`src/rtl/vdecode_queue_if.sv`:
```
// vdecode_queue_if: CX issue, lane issue, writeback retire and debug signals of the vector decode queue
interface vdecode_queue_if #(
   parameter int DATA_WIDTH = 64,
   parameter int DEPTH      = 4,
   parameter int VL_BITS    = 11,
   parameter int WB_PORTS   = 3,
   parameter int IDX_W      = VL_BITS
);
   localparam int BE_W = DATA_WIDTH / 8;
   localparam int CW   = $clog2(DEPTH) + 1;
   logic                           in_valid;
   logic                           in_ready;
   logic [31:0]                    in_instr;
   logic [DATA_WIDTH-1:0]          in_rs1;
   logic [DATA_WIDTH-1:0]          in_rs2;
   logic [VL_BITS-1:0]             in_vl;
   logic [VL_BITS-1:0]             in_vstart;
   logic [1:0]                     in_sew;
   logic                           flush;
   logic                           out_valid;
   logic                           out_ready;
   logic [31:0]                    out_instr;
   logic [DATA_WIDTH-1:0]          out_rs1;
   logic [DATA_WIDTH-1:0]          out_rs2;
   logic [DATA_WIDTH-1:0]          out_scalar;
   logic [IDX_W-1:0]               out_begin_idx;
   logic [IDX_W-1:0]               out_end_idx;
   logic [BE_W-1:0]                out_head_be;
   logic [BE_W-1:0]                out_tail_be;
   logic [1:0]                     out_sew;
   logic                           out_is_load;
   logic                           out_is_store;
   logic                           out_is_alu;
   logic                           out_is_cfg;
   logic                           out_uses_vs1;
   logic                           out_uses_vs2;
   logic                           out_uses_vd;
   logic                           out_vl_zero;
   logic [WB_PORTS-1:0]            wb_valid;
   logic [WB_PORTS-1:0][4:0]       wb_addr;
   logic [31:0]                    busy;
   logic [CW-1:0]                  count;
   modport slave (
      input  in_valid, in_instr, in_rs1, in_rs2, in_vl, in_vstart, in_sew, flush, out_ready, wb_valid, wb_addr,
      output in_ready, out_valid, out_instr, out_rs1, out_rs2, out_scalar, out_begin_idx, out_end_idx,
             out_head_be, out_tail_be, out_sew, out_is_load, out_is_store, out_is_alu, out_is_cfg,
             out_uses_vs1, out_uses_vs2, out_uses_vd, out_vl_zero, busy, count
   );
   modport master (
      output in_valid, in_instr, in_rs1, in_rs2, in_vl, in_vstart, in_sew, flush, out_ready, wb_valid, wb_addr,
      input  in_ready, out_valid, out_instr, out_rs1, out_rs2, out_scalar, out_begin_idx, out_end_idx,
             out_head_be, out_tail_be, out_sew, out_is_load, out_is_store, out_is_alu, out_is_cfg,
             out_uses_vs1, out_uses_vs2, out_uses_vd, out_vl_zero, busy, count
   );
endinterface

```
`src/rtl/vdecode_queue.sv`:
```
// vdecode_queue: in-order RVV decode FIFO with a vector-register write scoreboard gating issue
module vdecode_queue #(
   parameter int DATA_WIDTH = 64,
   parameter int DEPTH      = 4,
   parameter int VL_BITS    = 11,
   parameter int WB_PORTS   = 3,
   parameter int IDX_W      = VL_BITS
) (
   input logic             clk,
   input logic             rst,
   vdecode_queue_if.slave  q
);
   localparam int BE_W = DATA_WIDTH / 8;
   localparam int AW   = $clog2(DEPTH);
   localparam int CW   = AW + 1;
   localparam int LW   = $clog2(DATA_WIDTH);
   typedef struct packed {
      logic [31:0]           instr;
      logic [DATA_WIDTH-1:0] rs1;
      logic [DATA_WIDTH-1:0] rs2;
      logic [IDX_W-1:0]      beg;
      logic [IDX_W-1:0]      fin;
      logic [BE_W-1:0]       hbe;
      logic [BE_W-1:0]       tbe;
      logic [1:0]            sew;
      logic                  ld;
      logic                  st;
      logic                  alu;
      logic                  cfg;
      logic                  vs1;
      logic                  vs2;
      logic                  vd;
      logic                  vlz;
   } entry_t;
   entry_t             r_mem [DEPTH];
   logic [AW-1:0]      r_wr, r_rd;
   logic [CW-1:0]      r_count;
   logic [31:0]        r_busy;
   entry_t             w_new, w_head;
   logic [6:0]         w_op;
   logic [2:0]         w_f3;
   logic               w_isv, w_haz, w_empty, w_full, w_enq, w_deq;
   logic [7:0]         w_sh;
   logic [VL_BITS-1:0] w_mask, w_tb, w_hb;
   logic [31:0]        w_clr, w_set;
   assign w_op   = q.in_instr[6:0];
   assign w_f3   = q.in_instr[14:12];
   assign w_isv  = w_op == 7'h57;
   // log2 of elements per word; EPW is a power of two so div/mod become shift/mask
   assign w_sh   = 8'(LW - 3) - 8'(q.in_sew);
   assign w_mask = (VL_BITS'(1) << w_sh) - VL_BITS'(1);
   assign w_tb   = (q.in_vl & w_mask) << q.in_sew;
   assign w_hb   = (q.in_vstart & w_mask) << q.in_sew;
   always_comb begin
      w_new       = '0;
      w_new.instr = q.in_instr;
      w_new.rs1   = q.in_rs1;
      w_new.rs2   = q.in_rs2;
      w_new.sew   = q.in_sew;
      w_new.cfg   = w_isv && w_f3 == 3'b111;
      w_new.ld    = w_op == 7'h07;
      w_new.st    = w_op == 7'h27;
      w_new.alu   = !w_new.cfg && !w_new.ld && !w_new.st;
      w_new.vs1   = w_isv && (w_f3 == 3'b000 || w_f3 == 3'b010);
      w_new.vs2   = w_isv && !w_new.cfg;
      w_new.vd    = w_new.vs2 || w_new.ld;
      w_new.vlz   = q.in_vl == '0;
      w_new.beg   = IDX_W'(q.in_vstart >> w_sh);
      w_new.fin   = w_new.vlz ? '0 : IDX_W'((q.in_vl - VL_BITS'(1)) >> w_sh);
      w_new.tbe   = w_tb == '0 ? '1 : (BE_W'(1) << w_tb) - BE_W'(1);
      w_new.hbe   = ~((BE_W'(1) << w_hb) - BE_W'(1));
   end
   assign w_head  = r_mem[r_rd];
   assign w_empty = r_count == '0;
   assign w_full  = r_count == CW'(DEPTH);
   // stores read their data register from the vd field, so they share the WAW check
   assign w_haz   = !w_head.cfg && ((w_head.vs1 && r_busy[w_head.instr[19:15]]) ||
                                    (w_head.vs2 && r_busy[w_head.instr[24:20]]) ||
                                    ((w_head.vd || w_head.st) && r_busy[w_head.instr[11:7]]));
   assign w_enq   = q.in_valid && !w_full && !q.flush;
   assign w_deq   = q.out_valid && q.out_ready;
   always_comb begin
      w_clr = '0;
      for (int p = 0; p < WB_PORTS; p++) if (q.wb_valid[p]) w_clr[q.wb_addr[p]] = 1'b1;
      w_set = (w_deq && w_head.vd) ? 32'(1) << w_head.instr[11:7] : '0;
   end
   always_ff @(posedge clk) begin
      if (rst) begin
         r_wr    <= '0;
         r_rd    <= '0;
         r_count <= '0;
         r_busy  <= '0;
         for (int i = 0; i < DEPTH; i++) r_mem[i] <= '0;
      end else begin
         r_busy <= (r_busy & ~w_clr) | w_set;
         if (q.flush) begin
            r_wr    <= '0;
            r_rd    <= '0;
            r_count <= '0;
         end else begin
            if (w_enq) begin
               r_mem[r_wr] <= w_new;
               r_wr        <= r_wr + 1'b1;
            end
            if (w_deq) r_rd <= r_rd + 1'b1;
            r_count <= r_count + CW'(w_enq) - CW'(w_deq);
         end
      end
   end
   assign q.in_ready      = !w_full;
   assign q.out_valid     = !w_empty && !w_haz;
   assign q.out_instr     = w_head.instr;
   assign q.out_rs1       = w_head.rs1;
   assign q.out_rs2       = w_head.rs2;
   assign q.out_scalar    = (w_head.instr[6:0] == 7'h57 && w_head.instr[14:12] == 3'b011) ?
                            DATA_WIDTH'($signed(w_head.instr[19:15])) : w_head.rs1;
   assign q.out_begin_idx = w_head.beg;
   assign q.out_end_idx   = w_head.fin;
   assign q.out_head_be   = w_head.hbe;
   assign q.out_tail_be   = w_head.tbe;
   assign q.out_sew       = w_head.sew;
   assign q.out_is_load   = w_head.ld;
   assign q.out_is_store  = w_head.st;
   assign q.out_is_alu    = w_head.alu;
   assign q.out_is_cfg    = w_head.cfg;
   assign q.out_uses_vs1  = w_head.vs1;
   assign q.out_uses_vs2  = w_head.vs2;
   assign q.out_uses_vd   = w_head.vd;
   assign q.out_vl_zero   = w_head.vlz;
   assign q.busy          = r_busy;
   assign q.count         = r_count;
endmodule

```
`src/flat_wrapper.sv`:
```
// flat-port wrapper written by rule: the top's interface ports become plain ports
module vdecode_queue_flat 
#(
   parameter int DATA_WIDTH = 64,
   parameter int DEPTH      = 4,
   parameter int VL_BITS    = 11,
   parameter int WB_PORTS   = 3,
   parameter int IDX_W      = VL_BITS
)
  (clk, rst, q_in_valid, q_in_instr, q_in_rs1, q_in_rs2, q_in_vl, q_in_vstart, q_in_sew, q_flush, q_out_ready, q_wb_valid, q_wb_addr, q_in_ready, q_out_valid, q_out_instr, q_out_rs1, q_out_rs2, q_out_scalar, q_out_begin_idx, q_out_end_idx, q_out_head_be, q_out_tail_be, q_out_sew, q_out_is_load, q_out_is_store, q_out_is_alu, q_out_is_cfg, q_out_uses_vs1, q_out_uses_vs2, q_out_uses_vd, q_out_vl_zero, q_busy, q_count);
  vdecode_queue_if #(.DATA_WIDTH(DATA_WIDTH), .DEPTH(DEPTH), .VL_BITS(VL_BITS), .WB_PORTS(WB_PORTS), .IDX_W(IDX_W)) q_i ();
  input logic clk;
  input logic rst;
  input wire logic [$bits(q_i.in_valid)-1:0] q_in_valid;
  input wire logic [$bits(q_i.in_instr)-1:0] q_in_instr;
  input wire logic [$bits(q_i.in_rs1)-1:0] q_in_rs1;
  input wire logic [$bits(q_i.in_rs2)-1:0] q_in_rs2;
  input wire logic [$bits(q_i.in_vl)-1:0] q_in_vl;
  input wire logic [$bits(q_i.in_vstart)-1:0] q_in_vstart;
  input wire logic [$bits(q_i.in_sew)-1:0] q_in_sew;
  input wire logic [$bits(q_i.flush)-1:0] q_flush;
  input wire logic [$bits(q_i.out_ready)-1:0] q_out_ready;
  input wire logic [$bits(q_i.wb_valid)-1:0] q_wb_valid;
  input wire logic [$bits(q_i.wb_addr)-1:0] q_wb_addr;
  output wire logic [$bits(q_i.in_ready)-1:0] q_in_ready;
  output wire logic [$bits(q_i.out_valid)-1:0] q_out_valid;
  output wire logic [$bits(q_i.out_instr)-1:0] q_out_instr;
  output wire logic [$bits(q_i.out_rs1)-1:0] q_out_rs1;
  output wire logic [$bits(q_i.out_rs2)-1:0] q_out_rs2;
  output wire logic [$bits(q_i.out_scalar)-1:0] q_out_scalar;
  output wire logic [$bits(q_i.out_begin_idx)-1:0] q_out_begin_idx;
  output wire logic [$bits(q_i.out_end_idx)-1:0] q_out_end_idx;
  output wire logic [$bits(q_i.out_head_be)-1:0] q_out_head_be;
  output wire logic [$bits(q_i.out_tail_be)-1:0] q_out_tail_be;
  output wire logic [$bits(q_i.out_sew)-1:0] q_out_sew;
  output wire logic [$bits(q_i.out_is_load)-1:0] q_out_is_load;
  output wire logic [$bits(q_i.out_is_store)-1:0] q_out_is_store;
  output wire logic [$bits(q_i.out_is_alu)-1:0] q_out_is_alu;
  output wire logic [$bits(q_i.out_is_cfg)-1:0] q_out_is_cfg;
  output wire logic [$bits(q_i.out_uses_vs1)-1:0] q_out_uses_vs1;
  output wire logic [$bits(q_i.out_uses_vs2)-1:0] q_out_uses_vs2;
  output wire logic [$bits(q_i.out_uses_vd)-1:0] q_out_uses_vd;
  output wire logic [$bits(q_i.out_vl_zero)-1:0] q_out_vl_zero;
  output wire logic [$bits(q_i.busy)-1:0] q_busy;
  output wire logic [$bits(q_i.count)-1:0] q_count;
  assign q_i.in_valid = q_in_valid;
  assign q_i.in_instr = q_in_instr;
  assign q_i.in_rs1 = q_in_rs1;
  assign q_i.in_rs2 = q_in_rs2;
  assign q_i.in_vl = q_in_vl;
  assign q_i.in_vstart = q_in_vstart;
  assign q_i.in_sew = q_in_sew;
  assign q_i.flush = q_flush;
  assign q_i.out_ready = q_out_ready;
  assign q_i.wb_valid = q_wb_valid;
  assign q_i.wb_addr = q_wb_addr;
  assign q_in_ready = q_i.in_ready;
  assign q_out_valid = q_i.out_valid;
  assign q_out_instr = q_i.out_instr;
  assign q_out_rs1 = q_i.out_rs1;
  assign q_out_rs2 = q_i.out_rs2;
  assign q_out_scalar = q_i.out_scalar;
  assign q_out_begin_idx = q_i.out_begin_idx;
  assign q_out_end_idx = q_i.out_end_idx;
  assign q_out_head_be = q_i.out_head_be;
  assign q_out_tail_be = q_i.out_tail_be;
  assign q_out_sew = q_i.out_sew;
  assign q_out_is_load = q_i.out_is_load;
  assign q_out_is_store = q_i.out_is_store;
  assign q_out_is_alu = q_i.out_is_alu;
  assign q_out_is_cfg = q_i.out_is_cfg;
  assign q_out_uses_vs1 = q_i.out_uses_vs1;
  assign q_out_uses_vs2 = q_i.out_uses_vs2;
  assign q_out_uses_vd = q_i.out_uses_vd;
  assign q_out_vl_zero = q_i.out_vl_zero;
  assign q_busy = q_i.busy;
  assign q_count = q_i.count;
  vdecode_queue #(.DATA_WIDTH(DATA_WIDTH), .DEPTH(DEPTH), .VL_BITS(VL_BITS), .WB_PORTS(WB_PORTS), .IDX_W(IDX_W)) u_core (.clk(clk), .rst(rst), .q(q_i));
endmodule
```
`config.mk`:
```
export PLATFORM = sky130hd
export DESIGN_NAME = vdecode_queue_flat
export DESIGN_NICKNAME = d
export VERILOG_FILES = /design/src/rtl/vdecode_queue_if.sv /design/src/rtl/vdecode_queue.sv /design/src/flat_wrapper.sv
export SDC_FILE = /design/constraint.sdc
export NUM_CORES = 1
export LEC_CHECK = 0
export CAP_MARGIN = 20
export CORE_MARGIN = 1.5
export CORE_UTILIZATION = 60
export DETAILED_ROUTE_END_ITERATION = 7
export PLACE_DENSITY = 0.9
export SLEW_MARGIN = 10
export SYNTH_ARGS = -nofsm -noshare
export SYNTH_HDL_FRONTEND = slang
export SYNTH_SLANG_ARGS = --single-unit
```
`constraint.sdc`:
```
create_clock -name clk -period 16.8 [get_ports clk]
set_clock_uncertainty 0.15 [all_clocks]
set_input_delay 3.36 -clock clk [delete_from_list [all_inputs] [get_ports clk]]
set_output_delay 3.36 -clock clk [all_outputs]
set_load 0.005 [all_outputs]
```
# Word-level counts from Yosys, hierarchy flattened

Memories as Yosys holds them, arrays and structs flattened. A register that Yosys moved wholly into a read port is not among the register bits.
Cells that the tools add are included.
W data, S select, Z words.

Bits in registers: 39
Memory bits (writable): 832
Bits of input ports: 207
Output and inout bits: 309
Logic and storage cells: 114
Memories: 1

Memory list:

| memory       | words | bits a word | read ports | clocked after Yosys merged registers in | wr ports | RTL line            | RTL |
|---|---|---|---|---|---|---|---|
| u_core.r_mem | 4     | 208         | 1          | 1                                       | 4        | vdecode_queue.sv:35 | `entry_t r_mem [DEPTH];` |

Add/sub/neg operators: 9
Magnitude comparators: 9
Equal/unequal tests: 8
Shift-type cells: 8
Mux-type cells: 30
Bitwise operators: 8
Reduce and logical (&&, ||, !) cells: 37

Operators by type and width:

| operator                | number |
|---|---|
| $mux W208               | 1 |
| $reduce_or A208 Y1      | 1 |
| $mux W32                | 4 |
| $or A32 B32 Y32         | 3 |
| $mux W64                | 1 |
| $lt A5 B6 Y1 const B    | 6 |
| $and A32 B32 Y32        | 1 |
| $not A32 Y32            | 1 |
| $shl A1 B5 Y32 const A  | 1 |
| $and A11 B11 Y11        | 2 |
| $logic_not A11 Y1       | 2 |
| $shl A1 B11 Y8 const A  | 2 |
| $shl A11 B2 Y11         | 2 |
| $shr A11 B8 Y11         | 2 |
| $logic_and A1 B1 Y1     | 18 |
| $bmux W1 S5             | 3 |
| $demux W1 S5            | 3 |
| $ge A5 B1 Y1 const B    | 3 |
| $eq A7 B7 Y1 const B    | 2 |
| $mux W1                 | 13 |
| $mux W11                | 1 |
| $shl A1 B8 Y11 const A  | 1 |
| $sub A11 B1 Y11 const B | 1 |
| $sub A11 B2 Y11 const B | 1 |
| other kinds (17)        | 34 |

# Logic depth before layout (Yosys ltp)

Gate-level depths: netlist (run 1).

Word-level depth: 12
Gate-level depth with buffers: 19
Depth with buffers taken out: 15

# Least setup slack after synthesis (run 1)

Ideal clock, no wire load.

Path kind: in2reg
Start: input q_flush
End: memory u_core.r_mem[0][0] in the netlist's numbering, enable pin
Setup time: 606 ps
Data arrival time: 8945 ps
Required time: 16044 ps
Path slack: 7099 ps
Cell stages on the path: 5
Buffers on the path: 1
Path through: nor2_1 -> nand3_1 -> or3_1 -> clkbuf_1 -> nand2b_1

RTL lines:

| what               | RTL line            | RTL |
|---|---|---|
| start: declaration | flat_wrapper.sv:21  | `input wire logic [$bits(q_i.flush)-1:0] q_flush;` |
| end: declaration   | vdecode_queue.sv:35 |  |

==> out/metrics.csv, run 1 <==
metric,value,unit
worst_hold_path.num_cells,2,
synth_async_sr_flop_share,0,%
setup_viol,0,
clk_root_buffer_cell,sky130_fd_sc_hd__clkbuf_16,
postCtsHoldBufs,0,
hold_path.startpoint,u_core.r_rd[1],
synth.avg_cell_area,13.6,um2
drt_pre_antenna_iters,8,
clock_tree.htree_level_count,3,
place_hpwl,66100,um
place.port_buffers,515,
syn_area,40000,um2
final_nets,3613,
yosys.area.top_type,sky130_fd_sc_hd__edfxtp_1,
synth-edff-count,832,
post-cts-setup-buffers,0,
max-vdd-ir-drop,0.0000935,V
post-place-cells,4171,
floorplan.io_pins,516,
power_per_cell_area,102,nW/um2
final_antenna_net_count,0,
initial_core_util,60.7,%
number_of_antenna_violations_at_the_first_check_in_global_routing,9,
worst_hold_path_type,reg -> reg,
r2r.worst_path.cells,15,
rr_endpoint,u_core.q.count[2],
drive_above_1_share,11.8,%
rows,94,
layout_commonest_cell,sky130_fd_sc_hd__edfxtp_1,
grt_start_max_net_pins,86,
p_total,0.00498,W
setup-tns-final,0,ns
groute.usage.overall,30.7,%
run_status,finished with violations,
syn_nets,3160,
syn-instance-count,2944,
coreArea,65900,um2
timing.critical_path.required,13.29,ns
num_vias,26800,
drt-initial-drc-count,3386,
synthTopCellsByArea,"sky130_fd_sc_hd__edfxtp_1 63%, sky130_fd_sc_hd__mux4_2 12%, sky130_fd_sc_hd__nor2_1 4.6%, sky130_fd_sc_hd__and2_1 2.8%, sky130_fd_sc_hd__nand2_1 2.7%",
wl_per_cell,24.5,um
stdcell_count,4336,
dieArea,68200,um2
leading_cell_types_in_the_layout_fill_and_taps_excluded,"832 x sky130_fd_sc_hd__edfxtp_1, 515 x sky130_fd_sc_hd__clkdlybuf4s50_1, 494 x sky130_fd_sc_hd__nor2_1",
end_kind,output port,
holdWs,0.369,ns
vias_in_the_first_global_route,26400,
chipHeight,261,um
failed_checks,design-rule violations,
period_share,55.3,%
drv_slew,0,
route.final.wire_length,106000,um
critPathArrivalTime,5.77,ns
worst_skew_pair.late_latency,0.65,ns
cp_max_fo,66,
yosys.cell_types.count,69,
setup.worst_path.start_class,flop,
cts_inserted_buffers,87,
yosys_register_bits,873,
worstMarginPinSlew,1.15,ns
overflow,0,
max_cap_viol_count,0,
maxClockFrequency,108,MHz
die_w,261,um
gpl.final_weighted_congestion,0.976,
synth-seq-area-share,64.6,%
post-synth-top-area-fraction,62.5,%
vias_per_cell,6.18,
dominantRegCellSynth,sky130_fd_sc_hd__edfxtp_1,
synth-warning-count,0,
path_class,reg -> out,
power_leakage,18.3,nW
ctsResizeCount,0,
grt_pass1_wl,157000,um
r2r_setup_slack,10.76,ns
cts.sink_count,873,
period_minus_slack,9.28,ns
grt_setup_unrepaired,false,
clock_tree_from_tritoncts,done,
ctsLongestPathBuffers,3,
hold_viol,0,
remaining_drc_errors,1,
syn_to_final_growth,21.7,%
relSlewSlack,23.4,%
worst_setup_hold_path_clk_slew,0.06,ns
-- layout make-up --
| cell class | count | area (um2) |
|---|---|---|
| diodes | 7 | 17.5 |
| clock buffers | 110 | 2270 |
| clock inverters | 47 | 581 |
| fillers | 3851 | 17200 |
| inverters | 211 | 800 |
| multi-input cells | 1674 | 12700 |
| flip-flops and latches | 873 | 25800 |
| well taps | 864 | 1080 |
| repair buffers | 550 | 5410 |
-- stage by stage --
stage                     setup slack (ns)  util, %  cell area, um2
after floorplan                       7.10        -           40000
after global placement                8.12     69.5           45800
after detailed placement              7.97     69.5           45800
after CTS                             7.37     73.8           48600
after global routing                  7.07     73.9           48600
final                                 7.52     73.9           48600
-- per-layer routing --
| metal | GRT usage, % | part of all wire, % | wire length (um) |
|---|---|---|---|
| met1 | 38.7 | 35 | 37000 |
| met2 | 51.7 | 51 | 53700 |
| met3 | 5.70 | 9.5 | 10100 |
| met4 | 14.6 | 5.1 | 5440 |
| met5 | 0 | 0.045 | 48 |
-- synthesized netlist by cell type (5+ instances only) --
library cell               instances
sky130_fd_sc_hd__edfxtp_1        832
sky130_fd_sc_hd__nor2_1          495
sky130_fd_sc_hd__nand2_1         287
sky130_fd_sc_hd__mux4_2          213
sky130_fd_sc_hd__inv_1           210
sky130_fd_sc_hd__and2_1          177
sky130_fd_sc_hd__clkbuf_1        138
sky130_fd_sc_hd__a21o_1           64
sky130_fd_sc_hd__mux2i_1          60
sky130_fd_sc_hd__o21ai_0          50
sky130_fd_sc_hd__dfxtp_1          41
sky130_fd_sc_hd__a22oi_1          36
sky130_fd_sc_hd__nand4b_1         34
sky130_fd_sc_hd__buf_2            27
sky130_fd_sc_hd__nand3_1          24
sky130_fd_sc_hd__a21oi_1          23
sky130_fd_sc_hd__nor2b_1          21
sky130_fd_sc_hd__nor3_1           19
sky130_fd_sc_hd__nand2b_1         17
sky130_fd_sc_hd__buf_1            16
sky130_fd_sc_hd__or2_2            13
sky130_fd_sc_hd__mux2_2           12
sky130_fd_sc_hd__nor3b_1          12
sky130_fd_sc_hd__o31ai_1          12
sky130_fd_sc_hd__nand4_1           9
sky130_fd_sc_hd__and3_1            8
sky130_fd_sc_hd__ha_1              8
sky130_fd_sc_hd__and3b_1           7
sky130_fd_sc_hd__buf_4             5
sky130_fd_sc_hd__xor2_1            5
-- logic make-up (layout without fill, tap and decap cells) --
group	count (synthesis)	in the layout	synth area share, %
and+or+nand+nor	1138	1138	13.1
DFF	873	873	64.6
buffers and inverters	397	918	3.86
muxes	285	285	13.8
AOI/OAI and AO/OA	234	234	4.13
adders and majority gates	9	9	0.301
xor gates and xnor gates	8	8	0.175
other	0	7	0
-- worst max-delay path by stage --
| stage | from | cells past startpoint | slack [ns] | to |
|---|---|---|---|---|
| finish | flop | 10 | 7.52 | q_out_scalar[24] |
| global route | flop | 10 | 7.07 | q_out_scalar[24] |
| CTS | flop | 10 | 7.37 | q_out_scalar[24] |
| detailed placement | rst | 11 | 7.97 | u_core.r_mem[2][74] |
| global placement | rst | 11 | 8.12 | u_core.r_mem[1][76] |
| floorplan | q_flush | 5 | 7.10 | u_core.r_mem[0][0] |
-- power by group --
part / total [W] / switching, W / internal, W
logic: 0.000510 / 0.000267 / 0.000243
clock network: 0.00195 / 0.000828 / 0.00112
registers: 0.00252 / 0.0000328 / 0.00249
-- sequential cells by signal, indices dropped and copies added (netlist names), named ones only --
name	cells
u_core.r_mem	832
u_core.r_rd	2
u_core.q.count	3
u_core.q.busy	32
u_core.r_wr	2
-- worst max-delay path: stages (launching register included) --
cell                              delay (ns)
sky130_fd_sc_hd__dfxtp_4                0.60
sky130_fd_sc_hd__buf_4                  0.79
sky130_fd_sc_hd__buf_4                  0.90
sky130_fd_sc_hd__mux4_2                 0.63
sky130_fd_sc_hd__nor3_1                 0.20
sky130_fd_sc_hd__nand4_1                0.12
sky130_fd_sc_hd__buf_4                  0.33
sky130_fd_sc_hd__nor2_4                 0.16
sky130_fd_sc_hd__buf_4                  0.50
sky130_fd_sc_hd__a21o_1                 0.18
sky130_fd_sc_hd__clkdlybuf4s50_1        0.55
Power figures use the tool's default switching activity.
==> inputs of run 2 (changes only) <==
--- a/config.mk
+++ b/config.mk
@@ -7,9 +7,9 @@
 export LEC_CHECK = 0
 export CAP_MARGIN = 20
 export CORE_MARGIN = 1.5
-export CORE_UTILIZATION = 60
+export CORE_UTILIZATION = 50
 export DETAILED_ROUTE_END_ITERATION = 7
-export PLACE_DENSITY = 0.9
+export PLACE_DENSITY = 0.8
 export SLEW_MARGIN = 10
 export SYNTH_ARGS = -nofsm -noshare
 export SYNTH_HDL_FRONTEND = slang
==> constraint.sdc (replaced) <==
create_clock -name clk -period 8.5 [get_ports clk]
set_clock_uncertainty 0.15 [all_clocks]
set_input_delay 1.7 -clock clk [delete_from_list [all_inputs] [get_ports clk]]
set_output_delay 1.7 -clock clk [all_outputs]
set_load 0.005 [all_outputs]
==> run 2 against run 1 <==
The run now ends clean. Critical path depth decreased by 1. Die area increased by 20%. First-iteration DRC count decreased by 24%. Routed wire length decreased by 2.3%. Via count decreased by 3.3%. Clock power increased by 100%. Worst hold slack got worse by 0.036 ns. Count of clock-buffer cells in the layout decreased by 3. Global-route usage decreased by 5.6 points. Final area increased by 0.93%. Total power increased by 98%. Critical path type unchanged. Critical endpoint is now q_out_scalar[9]. Largest power group unchanged.
==> out/metrics.csv, run 2 (same netlist as run 1, synthesis figures left out) <==
metric,value,unit,change
run_status,"complete, no violations",,was finished with violations
setup.worst_path.start_class,flop,,unchanged
layout_commonest_cell,sky130_fd_sc_hd__edfxtp_1,,unchanged
grt_setup_unrepaired,false,,unchanged
place.port_buffers,515,,unchanged
p_total,0.00989,W,was 0.00498 W
final_antenna_net_count,0,,unchanged
power_leakage,18.4,nW,was 18.3 nW
clock_tree_from_tritoncts,done,,unchanged
place_area,46100,um2,was 45800 um2
max_cap_viol_count,0,,unchanged
maxClockFrequency,146,MHz,
vias_in_the_first_global_route,25900,,was 26400
largest_register_ffs,832,,unchanged
route.final.wire_length,104000,um,was 106000 um
grt_start_max_net_pins,133,,was 86
place_hpwl,65200,um,was 66100 um
cts_inserted_buffers,89,,was 87
chipHeight,286,um,was 261 um
leading_cell_types_in_the_layout_fill_and_taps_excluded,"832 x sky130_fd_sc_hd__edfxtp_1, 515 x sky130_fd_sc_hd__clkdlybuf4s50_1, 494 x sky130_fd_sc_hd__nor2_1",,unchanged
rows,103,,was 94
clk_root_buffer_cell,sky130_fd_sc_hd__clkbuf_16,,unchanged
clock_tree.htree_level_count,3,,unchanged
groute.usage.overall,25.1,%,was 30.7%
worst_skew_pair.late_latency,0.64,ns,was 0.65 ns
number_of_antenna_violations_at_the_first_check_in_global_routing,15,,was 9
final.fill_count,5739,,was 3851
drive_above_1_share,12.1,%,was 11.8%
dieArea,81600,um2,was 68200 um2
end_kind,output port,,unchanged
drv_slew,0,,unchanged
period_minus_slack,6.87,ns,
cp_max_fo,66,,unchanged
max-vdd-ir-drop,0.000168,V,was 0.0000935 V
gpl.final_weighted_congestion,0.955,,was 0.976
final_design_area_no_fill,49100,um2,was 48600 um2
setup-tns-final,0,ns,unchanged
power_per_cell_area,201,nW/um2,was 102 nW/um2
num_vias,25900,,was 26800
worst_hold_path_type,reg -> reg,,unchanged
remaining_drc_errors,0,,was 1
period_share,80.8,%,
drt-initial-drc-count,2583,,was 3386
area.sequential,25800,um2,unchanged
initial_core_util,50.6,%,was 60.7%
setup_viol,0,,unchanged
critPathArrivalTime,5.02,ns,was 5.77 ns
holdWs,0.332,ns,was 0.369 ns
drt_pre_antenna_iters,7,,was 8
grt_pass1_wl,155000,um,was 157000 um
cts.sink_count,873,,unchanged
hold_path.startpoint,u_core.r_rd[1],,unchanged
relSlewSlack,14.3,%,was 23.4%
postCtsHoldBufs,0,,unchanged
timing.critical_path.required,6.65,ns,was 13.29 ns
worstMarginPinSlew,1.29,ns,was 1.15 ns
hold_viol,0,,unchanged
post-cts-setup-buffers,0,,unchanged
die_w,286,um,was 261 um
worst_setup_hold_path_clk_slew,0.06,ns,about the same
multi_input_area,12700,um2,unchanged
overflow,0,,unchanged
ctsResizeCount,0,,unchanged
wl_per_cell,22.9,um,was 24.5 um
floorplan.io_pins,516,,unchanged
vias_per_cell,5.72,,was 6.18
ctsLongestPathBuffers,3,,unchanged
coreArea,79000,um2,was 65900 um2
final_nets,3616,,was 3613
syn_to_final_growth,22.8,%,was 21.7%
top_register,u_core.r_mem,,unchanged
path_class,reg -> out,,unchanged
==> run 2: cell types whose count changed in the layout (fill, tap and decap cells not counted), sizes merged <==
cell	change
buf	+2
bufinv	-2
clkbuf	-4
clkinv	+5
clkinvlp	+6
diode	+5
inv	-1
==> run 2: worst paths after layout <==
kind,endpoint,slack [ns],cells past startpoint
max reg2reg,u_core.q.count[2],3.48,15
max,q_out_scalar[9],1.63,9
min reg2reg,flop,0.33,2
min,flop,0.33,2
==> run 2: area by class of cell <==
cell class	instances	area share (%)
Timing Repair Buffer	551	11.3
Tap cell	1050	2.68
Clock buffer	107	4.67
Multi-Input combinational cell	1674	25.8
Inverter	211	1.63
Sequential cell	873	52.6
Antenna cell	12	0.0612
Clock inverter	55	1.28
==> run 2: routing by layer <==
layer  routed length, um  vias up  global-route usage (%)
met5                  28        -                       0
met4                4040        4                    10.3
met3                8710      221                    5.36
met2               52000     1148                    41.7
met1               39100    12900                    32.2
li1                    -    11600                       -
==> run 2: power by group <==
part           leakage [nW]  internal, W  switching (W)
sequential             8.93      0.00491      0.0000594
clock                  1.39      0.00220        0.00171
combinational          8.07     0.000488       0.000520
==> run 2: worst max-delay path, cell delays in order, from the launching register on <==
cell	delay (ns)
sky130_fd_sc_hd__dfxtp_4	0.87
sky130_fd_sc_hd__buf_4	0.69
sky130_fd_sc_hd__mux4_2	0.61
sky130_fd_sc_hd__nor3_1	0.23
sky130_fd_sc_hd__nand4_1	0.12
sky130_fd_sc_hd__buf_4	0.34
sky130_fd_sc_hd__nor2_4	0.15
sky130_fd_sc_hd__buf_4	0.50
sky130_fd_sc_hd__a21o_1	0.16
sky130_fd_sc_hd__clkdlybuf4s50_1	0.52
==> run 2: stage by stage <==
step	setup slack [ns]	cells	util, %
2_1_floorplan	0.459	2944	-
3_3_place_gp	2.43	4359	58.4
3_5_place_dp	2.25	4359	58.4
4_1_cts	1.55	4521	62.1
5_1_grt	1.29	4533	62.1
6_report	1.63	4533	62.1
